**src/rtl/forward_if.sv**
```systemverilog
// ---------------------------------------------------------------------------
// forward_if
//   Bundles the register-index fields and write controls that the pipeline
//   presents to the forwarding unit, plus the select lines the unit returns.
//
//   master : pipeline side. Drives the register fields and controls and
//            receives the selects.
//   slave  : forwarding unit side. Receives the fields and drives the selects.
//
//   Fields : IdEx_Rs/Rt, IfId_Rs/Rt, ExMem_Rs/Rt, ExMem_Rd, MemWb_Rd
//   Ctrl   : ExMem_Reg_Wr_Control, MemWb_Reg_Wr_Control, MemWb_MemRead,
//            Ctrl_Branch
//   Selects: FwdRs, FwdRt, Fwd_IfId_Rs, Fwd_IfId_Rt (2 bit each), FwdPc
// ---------------------------------------------------------------------------
interface forward_if #(
    parameter int REG_ADDR_W = 5
);
    logic [REG_ADDR_W-1:0] IdEx_Rs;
    logic [REG_ADDR_W-1:0] IdEx_Rt;
    logic [REG_ADDR_W-1:0] ExMem_Rd;
    logic [REG_ADDR_W-1:0] MemWb_Rd;
    logic [REG_ADDR_W-1:0] ExMem_Rs;
    logic [REG_ADDR_W-1:0] ExMem_Rt;
    logic                  ExMem_Reg_Wr_Control;
    logic                  MemWb_Reg_Wr_Control;
    logic [REG_ADDR_W-1:0] IfId_Rs;
    logic [REG_ADDR_W-1:0] IfId_Rt;
    logic                  Ctrl_Branch;
    logic                  MemWb_MemRead;

    logic [1:0]            FwdRs;
    logic [1:0]            FwdRt;
    logic                  FwdPc;
    logic [1:0]            Fwd_IfId_Rs;
    logic [1:0]            Fwd_IfId_Rt;

    modport master (
        output IdEx_Rs, IdEx_Rt, ExMem_Rd, MemWb_Rd, ExMem_Rs, ExMem_Rt,
               ExMem_Reg_Wr_Control, MemWb_Reg_Wr_Control, IfId_Rs, IfId_Rt,
               Ctrl_Branch, MemWb_MemRead,
        input  FwdRs, FwdRt, FwdPc, Fwd_IfId_Rs, Fwd_IfId_Rt
    );

    modport slave (
        input  IdEx_Rs, IdEx_Rt, ExMem_Rd, MemWb_Rd, ExMem_Rs, ExMem_Rt,
               ExMem_Reg_Wr_Control, MemWb_Reg_Wr_Control, IfId_Rs, IfId_Rt,
               Ctrl_Branch, MemWb_MemRead,
        output FwdRs, FwdRt, FwdPc, Fwd_IfId_Rs, Fwd_IfId_Rt
    );
endinterface

```
**src/rtl/forward_unit.sv**
```systemverilog
// ---------------------------------------------------------------------------
// forward_unit
//   Data-forwarding controller for the 5-stage pipeline. Compares source
//   fields in ID/EX, IF/ID and EX/MEM against the EX/MEM and MEM/WB
//   destinations and produces registered operand selects.
//
//   Ports:
//     clk  - rising-edge clock
//     rst  - synchronous active-high reset; clears every select
//     fwd  - forward_if.slave (register fields in, selects out)
//
//   Select encoding: 00 = register file / pipeline value,
//                    10 = EX/MEM result, 01 = MEM/WB result.
//   Selects are decoded from the fields sampled at a rising edge and are
//   held until the next edge, so they line up with the pipeline registers.
// ---------------------------------------------------------------------------
module forward_unit #(
    parameter int REG_ADDR_W = 5,
    parameter int ZERO_REG   = 0
) (
    input  logic     clk,
    input  logic     rst,
    forward_if.slave fwd
);

    localparam logic [REG_ADDR_W-1:0] ZERO_IDX = ZERO_REG[REG_ADDR_W-1:0];

    localparam logic [1:0] SEL_REG = 2'b00;
    localparam logic [1:0] SEL_EX  = 2'b10;
    localparam logic [1:0] SEL_WB  = 2'b01;

    // A destination forwards only when its instruction writes back and it
    // is not the hard-wired zero register.
    function automatic logic destHit(
        input logic                  wrEn,
        input logic [REG_ADDR_W-1:0] rd,
        input logic [REG_ADDR_W-1:0] src
    );
        return wrEn && (rd != ZERO_IDX) && (rd == src);
    endfunction

    // EX/MEM holds the younger result, so it wins over MEM/WB.
    function automatic logic [1:0] selectFor(
        input logic exHit,
        input logic wbHit
    );
        if (exHit)
            return SEL_EX;
        else if (wbHit)
            return SEL_WB;
        else
            return SEL_REG;
    endfunction

    logic [1:0] fwdRs_p0;
    logic [1:0] fwdRt_p0;
    logic       fwdPc_p0;
    logic [1:0] fwdIfIdRs_p0;
    logic [1:0] fwdIfIdRt_p0;

    logic [1:0] fwdRs_p1;
    logic [1:0] fwdRt_p1;
    logic       fwdPc_p1;
    logic [1:0] fwdIfIdRs_p1;
    logic [1:0] fwdIfIdRt_p1;

    // Stage p0: combinational decode of the current field values
    always_comb begin
        fwdRs_p0     = SEL_REG;
        fwdRt_p0     = SEL_REG;
        fwdPc_p0     = 1'b0;
        fwdIfIdRs_p0 = SEL_REG;
        fwdIfIdRt_p0 = SEL_REG;

        fwdRs_p0 = selectFor(
            destHit(fwd.ExMem_Reg_Wr_Control, fwd.ExMem_Rd, fwd.IdEx_Rs),
            destHit(fwd.MemWb_Reg_Wr_Control, fwd.MemWb_Rd, fwd.IdEx_Rs));
        fwdRt_p0 = selectFor(
            destHit(fwd.ExMem_Reg_Wr_Control, fwd.ExMem_Rd, fwd.IdEx_Rt),
            destHit(fwd.MemWb_Reg_Wr_Control, fwd.MemWb_Rd, fwd.IdEx_Rt));

        // Branch operands are only redirected when ID holds a branch.
        if (fwd.Ctrl_Branch) begin
            fwdIfIdRs_p0 = selectFor(
                destHit(fwd.ExMem_Reg_Wr_Control, fwd.ExMem_Rd, fwd.IfId_Rs),
                destHit(fwd.MemWb_Reg_Wr_Control, fwd.MemWb_Rd, fwd.IfId_Rs));
            fwdIfIdRt_p0 = selectFor(
                destHit(fwd.ExMem_Reg_Wr_Control, fwd.ExMem_Rd, fwd.IfId_Rt),
                destHit(fwd.MemWb_Reg_Wr_Control, fwd.MemWb_Rd, fwd.IfId_Rt));
        end

        // Load data in MEM/WB feeding an operand still in MEM (e.g. a store).
        fwdPc_p0 = fwd.MemWb_MemRead &&
                   (destHit(fwd.MemWb_Reg_Wr_Control, fwd.MemWb_Rd, fwd.ExMem_Rs) ||
                    destHit(fwd.MemWb_Reg_Wr_Control, fwd.MemWb_Rd, fwd.ExMem_Rt));
    end

    // Stage p1: selects registered alongside the pipeline registers
    always_ff @(posedge clk) begin
        if (rst) begin
            fwdRs_p1     <= SEL_REG;
            fwdRt_p1     <= SEL_REG;
            fwdPc_p1     <= 1'b0;
            fwdIfIdRs_p1 <= SEL_REG;
            fwdIfIdRt_p1 <= SEL_REG;
        end else begin
            fwdRs_p1     <= fwdRs_p0;
            fwdRt_p1     <= fwdRt_p0;
            fwdPc_p1     <= fwdPc_p0;
            fwdIfIdRs_p1 <= fwdIfIdRs_p0;
            fwdIfIdRt_p1 <= fwdIfIdRt_p0;
        end
    end

    assign fwd.FwdRs       = fwdRs_p1;
    assign fwd.FwdRt       = fwdRt_p1;
    assign fwd.FwdPc       = fwdPc_p1;
    assign fwd.Fwd_IfId_Rs = fwdIfIdRs_p1;
    assign fwd.Fwd_IfId_Rt = fwdIfIdRt_p1;

endmodule

```
**src/flat_wrapper.sv**
```systemverilog
// flat-port wrapper written by rule: the top's interface ports become plain ports
module forward_unit_flat 
#(
    parameter int REG_ADDR_W = 5,
    parameter int ZERO_REG   = 0
)
  (clk, rst, fwd_IdEx_Rs, fwd_IdEx_Rt, fwd_ExMem_Rd, fwd_MemWb_Rd, fwd_ExMem_Rs, fwd_ExMem_Rt, fwd_ExMem_Reg_Wr_Control, fwd_MemWb_Reg_Wr_Control, fwd_IfId_Rs, fwd_IfId_Rt, fwd_Ctrl_Branch, fwd_MemWb_MemRead, fwd_FwdRs, fwd_FwdRt, fwd_FwdPc, fwd_Fwd_IfId_Rs, fwd_Fwd_IfId_Rt);
  forward_if #(.REG_ADDR_W(REG_ADDR_W)) fwd_i ();
  input  logic clk;
  input  logic rst;
  input wire logic [$bits(fwd_i.IdEx_Rs)-1:0] fwd_IdEx_Rs;
  input wire logic [$bits(fwd_i.IdEx_Rt)-1:0] fwd_IdEx_Rt;
  input wire logic [$bits(fwd_i.ExMem_Rd)-1:0] fwd_ExMem_Rd;
  input wire logic [$bits(fwd_i.MemWb_Rd)-1:0] fwd_MemWb_Rd;
  input wire logic [$bits(fwd_i.ExMem_Rs)-1:0] fwd_ExMem_Rs;
  input wire logic [$bits(fwd_i.ExMem_Rt)-1:0] fwd_ExMem_Rt;
  input wire logic [$bits(fwd_i.ExMem_Reg_Wr_Control)-1:0] fwd_ExMem_Reg_Wr_Control;
  input wire logic [$bits(fwd_i.MemWb_Reg_Wr_Control)-1:0] fwd_MemWb_Reg_Wr_Control;
  input wire logic [$bits(fwd_i.IfId_Rs)-1:0] fwd_IfId_Rs;
  input wire logic [$bits(fwd_i.IfId_Rt)-1:0] fwd_IfId_Rt;
  input wire logic [$bits(fwd_i.Ctrl_Branch)-1:0] fwd_Ctrl_Branch;
  input wire logic [$bits(fwd_i.MemWb_MemRead)-1:0] fwd_MemWb_MemRead;
  output wire logic [$bits(fwd_i.FwdRs)-1:0] fwd_FwdRs;
  output wire logic [$bits(fwd_i.FwdRt)-1:0] fwd_FwdRt;
  output wire logic [$bits(fwd_i.FwdPc)-1:0] fwd_FwdPc;
  output wire logic [$bits(fwd_i.Fwd_IfId_Rs)-1:0] fwd_Fwd_IfId_Rs;
  output wire logic [$bits(fwd_i.Fwd_IfId_Rt)-1:0] fwd_Fwd_IfId_Rt;
  assign fwd_i.IdEx_Rs = fwd_IdEx_Rs;
  assign fwd_i.IdEx_Rt = fwd_IdEx_Rt;
  assign fwd_i.ExMem_Rd = fwd_ExMem_Rd;
  assign fwd_i.MemWb_Rd = fwd_MemWb_Rd;
  assign fwd_i.ExMem_Rs = fwd_ExMem_Rs;
  assign fwd_i.ExMem_Rt = fwd_ExMem_Rt;
  assign fwd_i.ExMem_Reg_Wr_Control = fwd_ExMem_Reg_Wr_Control;
  assign fwd_i.MemWb_Reg_Wr_Control = fwd_MemWb_Reg_Wr_Control;
  assign fwd_i.IfId_Rs = fwd_IfId_Rs;
  assign fwd_i.IfId_Rt = fwd_IfId_Rt;
  assign fwd_i.Ctrl_Branch = fwd_Ctrl_Branch;
  assign fwd_i.MemWb_MemRead = fwd_MemWb_MemRead;
  assign fwd_FwdRs = fwd_i.FwdRs;
  assign fwd_FwdRt = fwd_i.FwdRt;
  assign fwd_FwdPc = fwd_i.FwdPc;
  assign fwd_Fwd_IfId_Rs = fwd_i.Fwd_IfId_Rs;
  assign fwd_Fwd_IfId_Rt = fwd_i.Fwd_IfId_Rt;
  forward_unit #(.REG_ADDR_W(REG_ADDR_W), .ZERO_REG(ZERO_REG)) u_core (.clk(clk), .rst(rst), .fwd(fwd_i));
endmodule
```
**config.mk**
```make
export PLATFORM = sky130hd
export DESIGN_NAME = forward_unit_flat
export DESIGN_NICKNAME = d
export VERILOG_FILES = /design/src/rtl/forward_if.sv /design/src/rtl/forward_unit.sv /design/src/flat_wrapper.sv
export SDC_FILE = /design/constraint.sdc
export NUM_CORES = 1
export LEC_CHECK = 0
export ABC_AREA = 1
export ABC_CLOCK_PERIOD_IN_PS = 800
export CAP_MARGIN = 25
export CORE_MARGIN = 8
export CORE_UTILIZATION = 37
export CTS_CLUSTER_DIAMETER = 40
export CTS_CLUSTER_SIZE = 16
export DETAILED_ROUTE_END_ITERATION = 7
export PLACE_DENSITY = 0.78
export RECOVER_POWER = 100
export SETUP_SLACK_MARGIN = 0.02
export SYNTH_ARGS = -nofsm -noshare
export SYNTH_HDL_FRONTEND = slang
export SYNTH_SLANG_ARGS = --single-unit
```
**constraint.sdc**
```tcl
create_clock -name clk -period 0.8 [get_ports clk]
set_input_delay 0.16 -clock clk [delete_from_list [all_inputs] [get_ports clk]]
set_output_delay 0.16 -clock clk [all_outputs]
set_load 0.01 [all_outputs]
```
==> results.md <==
- Run status: finished, violations left
- Violated checks: setup timing
- CP Launch Type: flop
- Logic gate share of total power: 49.6%
- Final Net Count: 351
- Top-level port count: 55
- Vias: 1575
- Cts bufs inserted: 3
- Syn. warnings: 0
- Final Cycle Share: 105.0%
- Post-CTS Hold Buffers: 0
- Hold WC Path Type: in2reg
- Mean number of vias per cell: 4.674
- Worst setup margin: -39.82 ps
- Worst vdd ir: 314.0 uV
- Antenna violations before repair: 0
- Synth Area in Adders: 0%
- Fillcell total: 306
- Area growth, synth to finish: 65.62%
- Largest delay contributor family on the critical path: flip-flops
- Reg area: 181.4 um2
- Number of instances in the placed design: 332
- Crit Path Class: reg2out
- WP data required: 640 ps
- Tot Pwr: 0.001557 W
- Synth Area in Simple Gates: 57.48%
- Internal power: 0.001012 W
- Pin count of the biggest net entering global routing: 9
- Largest family of logic cells by synthesized area: simple AND/OR/NAND/NOR gates
- Final Critical Period: 839.8 ps
- Min Hold Slack: 245.0 ps
- Initial DRC count: 73
- Slowest-stage cell, CP: dfxtp_1
- Hold path start: rst
- Final setup violating endpoints: 9
- Remaining antenna violation count: 0
- Row cnt: 20
- CP Depth: 1
- Post-synthesis compound-gate area fraction: 5.022%
- DRC: 0
- Syn avg cell area: 4.896 um2
- Xor-xnor portion of the synthesized cell area: 6.250%
- Worst Hold Depth: 3
- Buf/Inv on CP: 1
- WL final: 3862 um
- Most frequent cells in the layout: 97 x nand2_1, 25 x inv_1, 24 x nor2_1
- Unique cell type count in the Yosys netlist: 18
- Worst EP arrival: 680 ps
- Mapped cell area: 1121 um2
- Final hold violation count: 0
- Detailed Place HPWL: 3148 um
- Htree depth: 1
- Commonest non-fill, non-tap cell in the layout: nand2_1
- Diodes inserted: 0
- Mapped Cells: 229
- Total die area: 5047 um2
- Flop pwr share: 29.1%
- Clock tree sinks: 9
- Root buffer cell: clkbuf_4
- Vias in the first global route: 1425
- Pwr dens: 838.6 nW/um2
- Hold worst-path end: u_core.fwd.FwdRs[1]$_SDFF_PP0_
- Wire length per cell: 11.46 um
- Initial core utilization: 37.65%
- CTS tree: done
- First-pass GRT wire length: 6141 um
- Core area: 2978 um2
- Slew Viols, Final: 0
- Die Ht: 71.05 um
- Total net switching power: 0.0005453 W
- Global Route Usage Sum: 14.73%
- Worst-path cell chain: buf_2
- Crit Path Max Fanout: 1
- Multi-input logic area: 879.6 um2
- RSZ-0062 raised after global routing: yes
- Post-layout util: 62.35%
- Sequential area share after synthesis: 16.07%
- Multiplexer share of the synthesized area: 0%
- GRT Residual Overflow: 0
- Non-Filler Instances: 337
- Syn nets: 275
- Setup TNS: -282.8 ps
- Max-Cap Viols: 0
- LEAKAGE: 1.076 nW
- Share of cells above drive strength 1: 34.87%
- Critical path endpoint category: output pin
- First-pass iteration count of the detailed router: 4
- Clock power frac: 21.2%
- Max stage delay on crit path: 300 ps
- Worst-case clock buffer depth: 2
- Clk slew on worst S/H paths: 50 ps
- Worst slew pin tran: 272.1 ps
- GPL Wtd Cong: 0.9131
- Sw frac: 35.02%
- Relative slew slack: 81.79%
- Fmax: 1191 MHz
- Synth Register Bits: 9
- Die width: 71.05 um
- # port buffers: 54
-- flip-flops by register name, summed over array words and instances, names as in the netlist --
| register | cells |
|---|---|
| u_core.fwd.FwdPc | 1 |
| u_core.fwd.Fwd_IfId_Rs | 2 |
| u_core.fwd.FwdRs | 2 |
| u_core.fwd.FwdRt | 2 |
| u_core.fwd.Fwd_IfId_Rt | 2 |
-- cell type report --
type	instances	area share, %
multi-input cells	178	47.37
repair buffers	75	30.86
inverters	38	8.356
well taps	33	2.224
flip-flops and latches	9	9.771
clock buffers	4	1.415
-- how the worst max path moves through the flow --
stage | from | end | slack, ps
6_report | u_core.fwd.Fwd_IfId_Rs[0]$_SDFF_PP0_ | fwd_Fwd_IfId_Rs[0] | -40
5_1_grt | u_core.fwd.Fwd_IfId_Rs[0]$_SDFF_PP0_ | fwd_Fwd_IfId_Rs[0] | -60
4_1_cts | u_core.fwd.FwdRs[0]$_SDFF_PP0_ | fwd_FwdRs[0] | -60
3_5_place_dp | fwd_ExMem_Rd[0] | u_core.fwd.FwdRt[0]$_SDFF_PP0_ | -710
3_3_place_gp | fwd_ExMem_Rd[0] | u_core.fwd.FwdRt[0]$_SDFF_PP0_ | -710
2_1_floorplan | fwd_ExMem_Rd[4] | u_core.fwd.FwdRs[1]$_SDFF_PP0_ | 7
-- metal layers --
| layer | global-route usage, % | wire [um] | part of all wire (%) |
|---|---|---|---|
| met3 | 4.237 | 280 | 7.3 |
| met4 | 4.157 | 53 | 1.4 |
| met1 | 17.42 | 1667 | 43 |
| met2 | 25.03 | 1860 | 48 |
| met5 | 0 | 0 | 0 |
-- power groups by stage --
stage / Sequential (W) / Clock, W / Combinational [W]
2_1_floorplan: 0.000466 / 0 / 0.000349
3_3_place_gp: 0.000463 / 0 / 0.000750
3_5_place_dp: 0.000463 / 0 / 0.000751
4_1_cts: 0.000453 / 0.000339 / 0.000720
5_1_grt: 0.000454 / 0.000345 / 0.000856
6_report: 0.000454 / 0.000331 / 0.000773
-- cell usage after synthesis (all sizes together) --
library cell	instances	area (um2)
a21oi	4	20.02
buf	4	27.52
dfxtp	9	180.2
inv	38	142.6
nand2	106	400.4
nand3	15	75.07
nand4	2	12.51
nor2	32	120.1
nor3	6	30.03
o211ai	2	15.01
o21ai	2	21.27
or2	1	6.260
xnor2	7	61.31
xor2	1	8.760
-- per-stage QoR --
stage | area, um2 | setup WS (ps)
final | 1857 | -39.82
after global routing | 1857 | -63.17
after CTS | 1823 | -62.66
after detailed placement | 1831 | -707.2
after global placement | 1831 | -712.3
after floorplan | 1147 | 7.391
-- logic make-up after synthesis --
| family | Yosys count |
|---|---|
| XOR/XNOR | 8 |
| buffers and inverters | 42 |
| flip-flops | 9 |
| AO/OA/AOI/OAI | 8 |
| AND/OR/NAND/NOR | 162 |
-- worst min-delay path: cells and delay by family --
kind	cells	cell delay, ps
buf+inv	2	240
simple gates	1	50
-- what timing repair did --
| item | 4_1_cts | 5_1_grt |
|---|---|---|
| pin swaps | 26 | 31 |
| setup buffers | 1 | 1 |
| resized for setup | 141 | 83 |
| setup endpoints to repair | 18 | 18 |
No activity file was read; power rests on OpenSTA's default activity.
==> variant 1: new RTL, same settings <==
`ZERO_REG` is set to 0 in 2 places; all go to 1.
--- a/src/rtl/forward_unit.sv
+++ b/src/rtl/forward_unit.sv
@@ -16,7 +16,7 @@
 // ---------------------------------------------------------------------------
 module forward_unit #(
     parameter int REG_ADDR_W = 5,
-    parameter int ZERO_REG   = 0
+    parameter int ZERO_REG   = 1
 ) (
     input  logic     clk,
     input  logic     rst,
--- a/src/flat_wrapper.sv
+++ b/src/flat_wrapper.sv
@@ -2,7 +2,7 @@
 module forward_unit_flat 
 #(
     parameter int REG_ADDR_W = 5,
-    parameter int ZERO_REG   = 0
+    parameter int ZERO_REG   = 1
 )
   (clk, rst, fwd_IdEx_Rs, fwd_IdEx_Rt, fwd_ExMem_Rd, fwd_MemWb_Rd, fwd_ExMem_Rs, fwd_ExMem_Rt, fwd_ExMem_Reg_Wr_Control, fwd_MemWb_Reg_Wr_Control, fwd_IfId_Rs, fwd_IfId_Rt, fwd_Ctrl_Branch, fwd_MemWb_MemRead, fwd_FwdRs, fwd_FwdRt, fwd_FwdPc, fwd_Fwd_IfId_Rs, fwd_Fwd_IfId_Rt);
   forward_if #(.REG_ADDR_W(REG_ADDR_W)) fwd_i ();
Behaviour: not the same (a bounded check fails within 4 cycles, from zero or initial values and one cycle with rst high).
==> variant 1 against the original RTL <==
The run still ends with setup timing left; sequential cell count stayed put; design area grew 6.7%; setup slack worse by 0.0015 ns; synthesized area increased by 2.0%; routed wire length grew 17%; power grew 7.9%; hold slack improved by 0.028 ns; sequential share of layout area down 0.67 points; critical endpoint is now fwd_FwdRs[0].
==> variant 1: results (changes against the original RTL) <==
| Metric | Value |
|---|---|
| CTS Buffer Depth | `2 (unchanged)` |
| Port-buffer cells | `54 (unchanged)` |
| Register share of total power | `0.270 (-0.021)` |
| Sequential power | `0.000453 W (about the same)` |
| Final wirelength | `4.50 mm (+17%)` |
| Hpwl dp | `3.30 mm (+4.8%)` |
| Vias in the first global route | `1,530 (+7.4%)` |
| Routability cong. | `0.957 (+4.8%)` |
| Worst hold slack | `0.273 ns (+0.0278 ns)` |
| CTS root buffer | `clkbuf_4` |
| CP delay by family, top | `flip-flops` |
| Status | `complete, but fails checks` |
| Share of post-route cells with drive strength above 1 | `0.363 (+0.0144)` |
| DR pass1 iterations | `6 (+2)` |
| Routed WL per cell | `13.4 µm (+17%)` |
| Clock Pin Slew Worst Setup and Hold Paths | `0.06 ns` |
| End of the critical path | `fwd_FwdRs[0]` |
| Synth warn | `0 (unchanged)` |
| Worst slew pin tran | `0.273 ns (+0.00119 ns)` |
| Sw frac | `0.373 (+0.0228)` |
| Initial DRC count | `102 (+40%)` |
| Seq/Total Area, Yosys | `0.158 (-0.00317)` |
| Dpl cell area | `0.00184 mm² (+0.75%)` |
| Most frequent cells after synthesis | `nand2_1, nor2_1, inv_1` |
| Largest net degree at the start of global routing | `9 (unchanged)` |
| Failing checks | `setup timing` |
| Post-synth top flop | `dfxtp_1` |
| Leakage power | `1.12 nW (+4.5%)` |
| Dpl cells | `328 (-1.2%)` |
| Routed vias/inst | `5.05 (+8.0%)` |
| Total negative slack | `-0.349 ns (-0.0661 ns)` |
| Total global-route track usage | `0.160 (+0.0125)` |
| Postcts setup bufs | `2 (+1)` |
| Clock power share | `0.204 (-0.008)` |
| # resized after CTS | `146 (+3.5%)` |
| Final nets | `350 (-0.28%)` |
| Worst Hold Launch | `rst` |
| Hold WC Path Type | `in -> reg` |
| Final setup vio count | `9 (unchanged)` |
| WHS Path Cells | `3 (unchanged)` |
| Synth area leaders | `nand2_1, dfxtp_1, nor2_1, inv_1, nand3_1` |
| Final worst slack | `-0.0413 ns (-0.00149 ns)` |
| CP max stage delay | `0.30 ns (about the same)` |
| WHS Endpoint | `u_core.fwd.FwdRt[1]` |
| Unique masters post-synth | `22 (+4)` |
| Antenna violations before repair | `0 (unchanged)` |
| Pre-CTS setup slack | `-0.743 ns (-0.0362 ns)` |
| Crit path from | `u_core.fwd.FwdRs[0]` |
| Critical Path AT | `0.68 ns (about the same)` |
| VDD IR-drop max | `303 µV (-3.4%)` |
| Syn Area/Cell | `4.97 µm² (+1.6%)` |
| Antenna Nets Post-Route | `0 (unchanged)` |
| Number of diodes | `0 (unchanged)` |
| First-pass GRT wire length | `6.75 mm (+9.9%)` |
| Htree depth | `1 (unchanged)` |
| Net Count, Synth | `276 (+0.36%)` |
-- variant 1: cell count changes after synthesis, sizes merged --
cell,delta
nor2,+2
o21ai,+1
inv,-1
nand3,-1
buf,-1
clkbuf,+1
-- variant 1: cell families (layout without fill, tap and decap cells) --
logic type,count (synthesis),after routing,synth area share
AOI/OAI and AO/OA,9,9,0.0569
xor gates and xnor gates,8,8,0.0613
buffers and inverters,41,114,0.146
DFF,9,9,0.158
and+or+nand+nor,163,163,0.579
-- variant 1: final cells by class --
class	instances	area [µm²]
multi-input combinational	180	993
timing repair buffer	73	593
clock buffer	4	26.3
fill	275	1020
sequential	9	180
inverter	37	146
tap	33	41.3
-- variant 1: metal layers --
metal | GRT usage | up-vias | part of all wire
met4 | 0.0590 | 0 | 0.024
met5 | 0 | - | 0
met3 | 0.0307 | 13 | 0.075
met1 | 0.173 | 760 | 0.38
met2 | 0.298 | 81 | 0.52
li1 | - | 842 | -
==> variant 2: new RTL, config.mk and constraints unchanged <==
Without the edit above. Reset style: asynchronous (`rst`), changed in one clocked block. Comments in the files are not updated.
--- a/src/rtl/forward_unit.sv
+++ b/src/rtl/forward_unit.sv
@@ -96,7 +96,7 @@
     end
 
     // Stage p1: selects registered alongside the pipeline registers
-    always_ff @(posedge clk) begin
+    always_ff @(posedge clk or posedge rst) begin
         if (rst) begin
             fwdRs_p1     <= SEL_REG;
             fwdRt_p1     <= SEL_REG;
Check against the original RTL: differs if rst is asserted again (counterexample within 4 cycles, from zero or initial values and one cycle with rst high); with rst held inactive, the same outputs for 10 cycles.
==> variant 2 against the original RTL <==
The run still ends with setup timing left; non-clock buffer count is 7 higher; power is 3.8% higher; setup slack worse by 0.12 ns; sequential cell count stayed put; die area is 3.8% higher; combinational power is 3.1% higher; design area is 5.1% higher; largest power group unchanged; routed wire length is 5.0% higher; synthesized area is 4.9% higher; critical path type unchanged.
==> variant 2: results (changes against the original RTL) <==
| Metric | Value |
|---|---|
| Register share of total power | `0.288 (-0.003)` |
| VDD IR-drop max | `313 µV (-0.22%)` |
| Clock Pin Slew Worst Setup and Hold Paths | `0.07 ns (+0.02 ns)` |
| Final setup vio count | `9 (unchanged)` |
| Critical Path AT | `0.80 ns (+0.12 ns)` |
| Total global-route track usage | `0.159 (+0.0121)` |
| Synth area leaders | `nand2_1, dfrtp_1, inv_1, nor2_1, nand3_1` |
| # resized after CTS | `139 (-1.4%)` |
| Pre-CTS setup slack | `-0.687 ns (+0.0206 ns)` |
| Routability cong. | `0.950 (+4.0%)` |
| Fraction of registers with async set/reset | `1.00 (+1.00)` |
| Final worst slack | `-0.157 ns (-0.117 ns)` |
| Max stage delay cell, worst path | `dfrtp_1` |
| Hpwl dp | `3.45 mm (+9.6%)` |
| Most frequent cells after synthesis | `nand2_1, inv_1, nor2_1` |
| Worst slew pin tran | `0.342 ns (+0.0697 ns)` |
| First-pass GRT wire length | `6.78 mm (+10%)` |
| Largest net degree at the start of global routing | `10 (+1)` |
| Share of post-route cells with drive strength above 1 | `0.306 (-0.0428)` |
| Sequential power | `0.000465 W (+2%)` |
| Postcts setup bufs | `3 (+2)` |
| Routed vias/inst | `4.44 (-4.9%)` |
| Post-synth top flop | `dfrtp_1` |
| Syn Area/Cell | `5.27 µm² (+7.7%)` |
| Initial DRC count | `83 (+14%)` |
| Synth warn | `0 (unchanged)` |
| Non-filler cells in the finished layout | `348 (+3.3%)` |
| CP max stage delay | `0.39 ns (+0.09 ns)` |
| Net Count, Synth | `269 (-2.2%)` |
| Seq/Total Area, Yosys | `0.191 (+0.0308)` |
| Sw frac | `0.356 (+0.00558)` |
| Unique masters post-synth | `19 (+1)` |
| Status | `complete, but fails checks` |
| Failing checks | `setup timing` |
| Vias in the first global route | `1,513 (+6.2%)` |
| Clock power share | `0.219 (+0.007)` |
[variant 2: final timing paths]
path | startpoint | endpoint | slack [ns] | depth (start not counted)
worst max-delay path | u_core.fwd.FwdPc | fwd_FwdPc | -0.16 | 1
worst min-delay path | fwd_ExMem_Rt[2] | u_core.fwd.FwdPc | 0.22 | 4
max in group asynchronous | rst | u_core.fwd.FwdRs[0] | 0.24 | 2
min in group asynchronous | rst | u_core.fwd.Fwd_IfId_Rs[0] | 0.30 | 2
[variant 2: metrics by stage]
stage,cell area [µm²],utilization,hold WS [ns],TNS [ns]
6_report,1950,0.645,0.222,-0.994
2_1_floorplan,1190,-,-0.0121,-0.355
4_1_cts,1940,0.640,0.172,-1.01
5_1_grt,1950,0.645,0.266,-1.42
3_5_place_dp,1920,0.633,0.446,-7.67
3_3_place_gp,1920,0.633,0.444,-7.51
[variant 2: logic make-up (layout without fill, tap and decap cells)]
kind of cell / after synthesis / after routing / synth area share
XOR/XNOR: 12 / 12 / 0.0894
AND/OR/NAND/NOR: 156 / 156 / 0.544
flip-flops: 9 / 9 / 0.191
AO/OA/AOI/OAI: 4 / 4 / 0.0266
buffers and inverters: 42 / 123 / 0.149
[variant 2: cell type report]
| type | count | area [µm²] | share of cell area |
|---|---|---|---|
| multi-input cells | 172 | 836 | 0.428 |
| clock buffers | 4 | 26.3 | 0.0135 |
| well taps | 44 | 55.1 | 0.0282 |
| flip-flops and latches | 9 | 225 | 0.115 |
| repair buffers | 82 | 668 | 0.342 |
| inverters | 37 | 141 | 0.0724 |
[variant 2: layer usage]
metal | vias up | global-route usage | wire length (µm)
li1 | 822 | - | -
met1 | 652 | 0.184 | 1710
met2 | 66 | 0.283 | 1990
met3 | 6 | 0.0455 | 310
met4 | 0 | 0.0333 | 40
met5 | - | 0 | 0
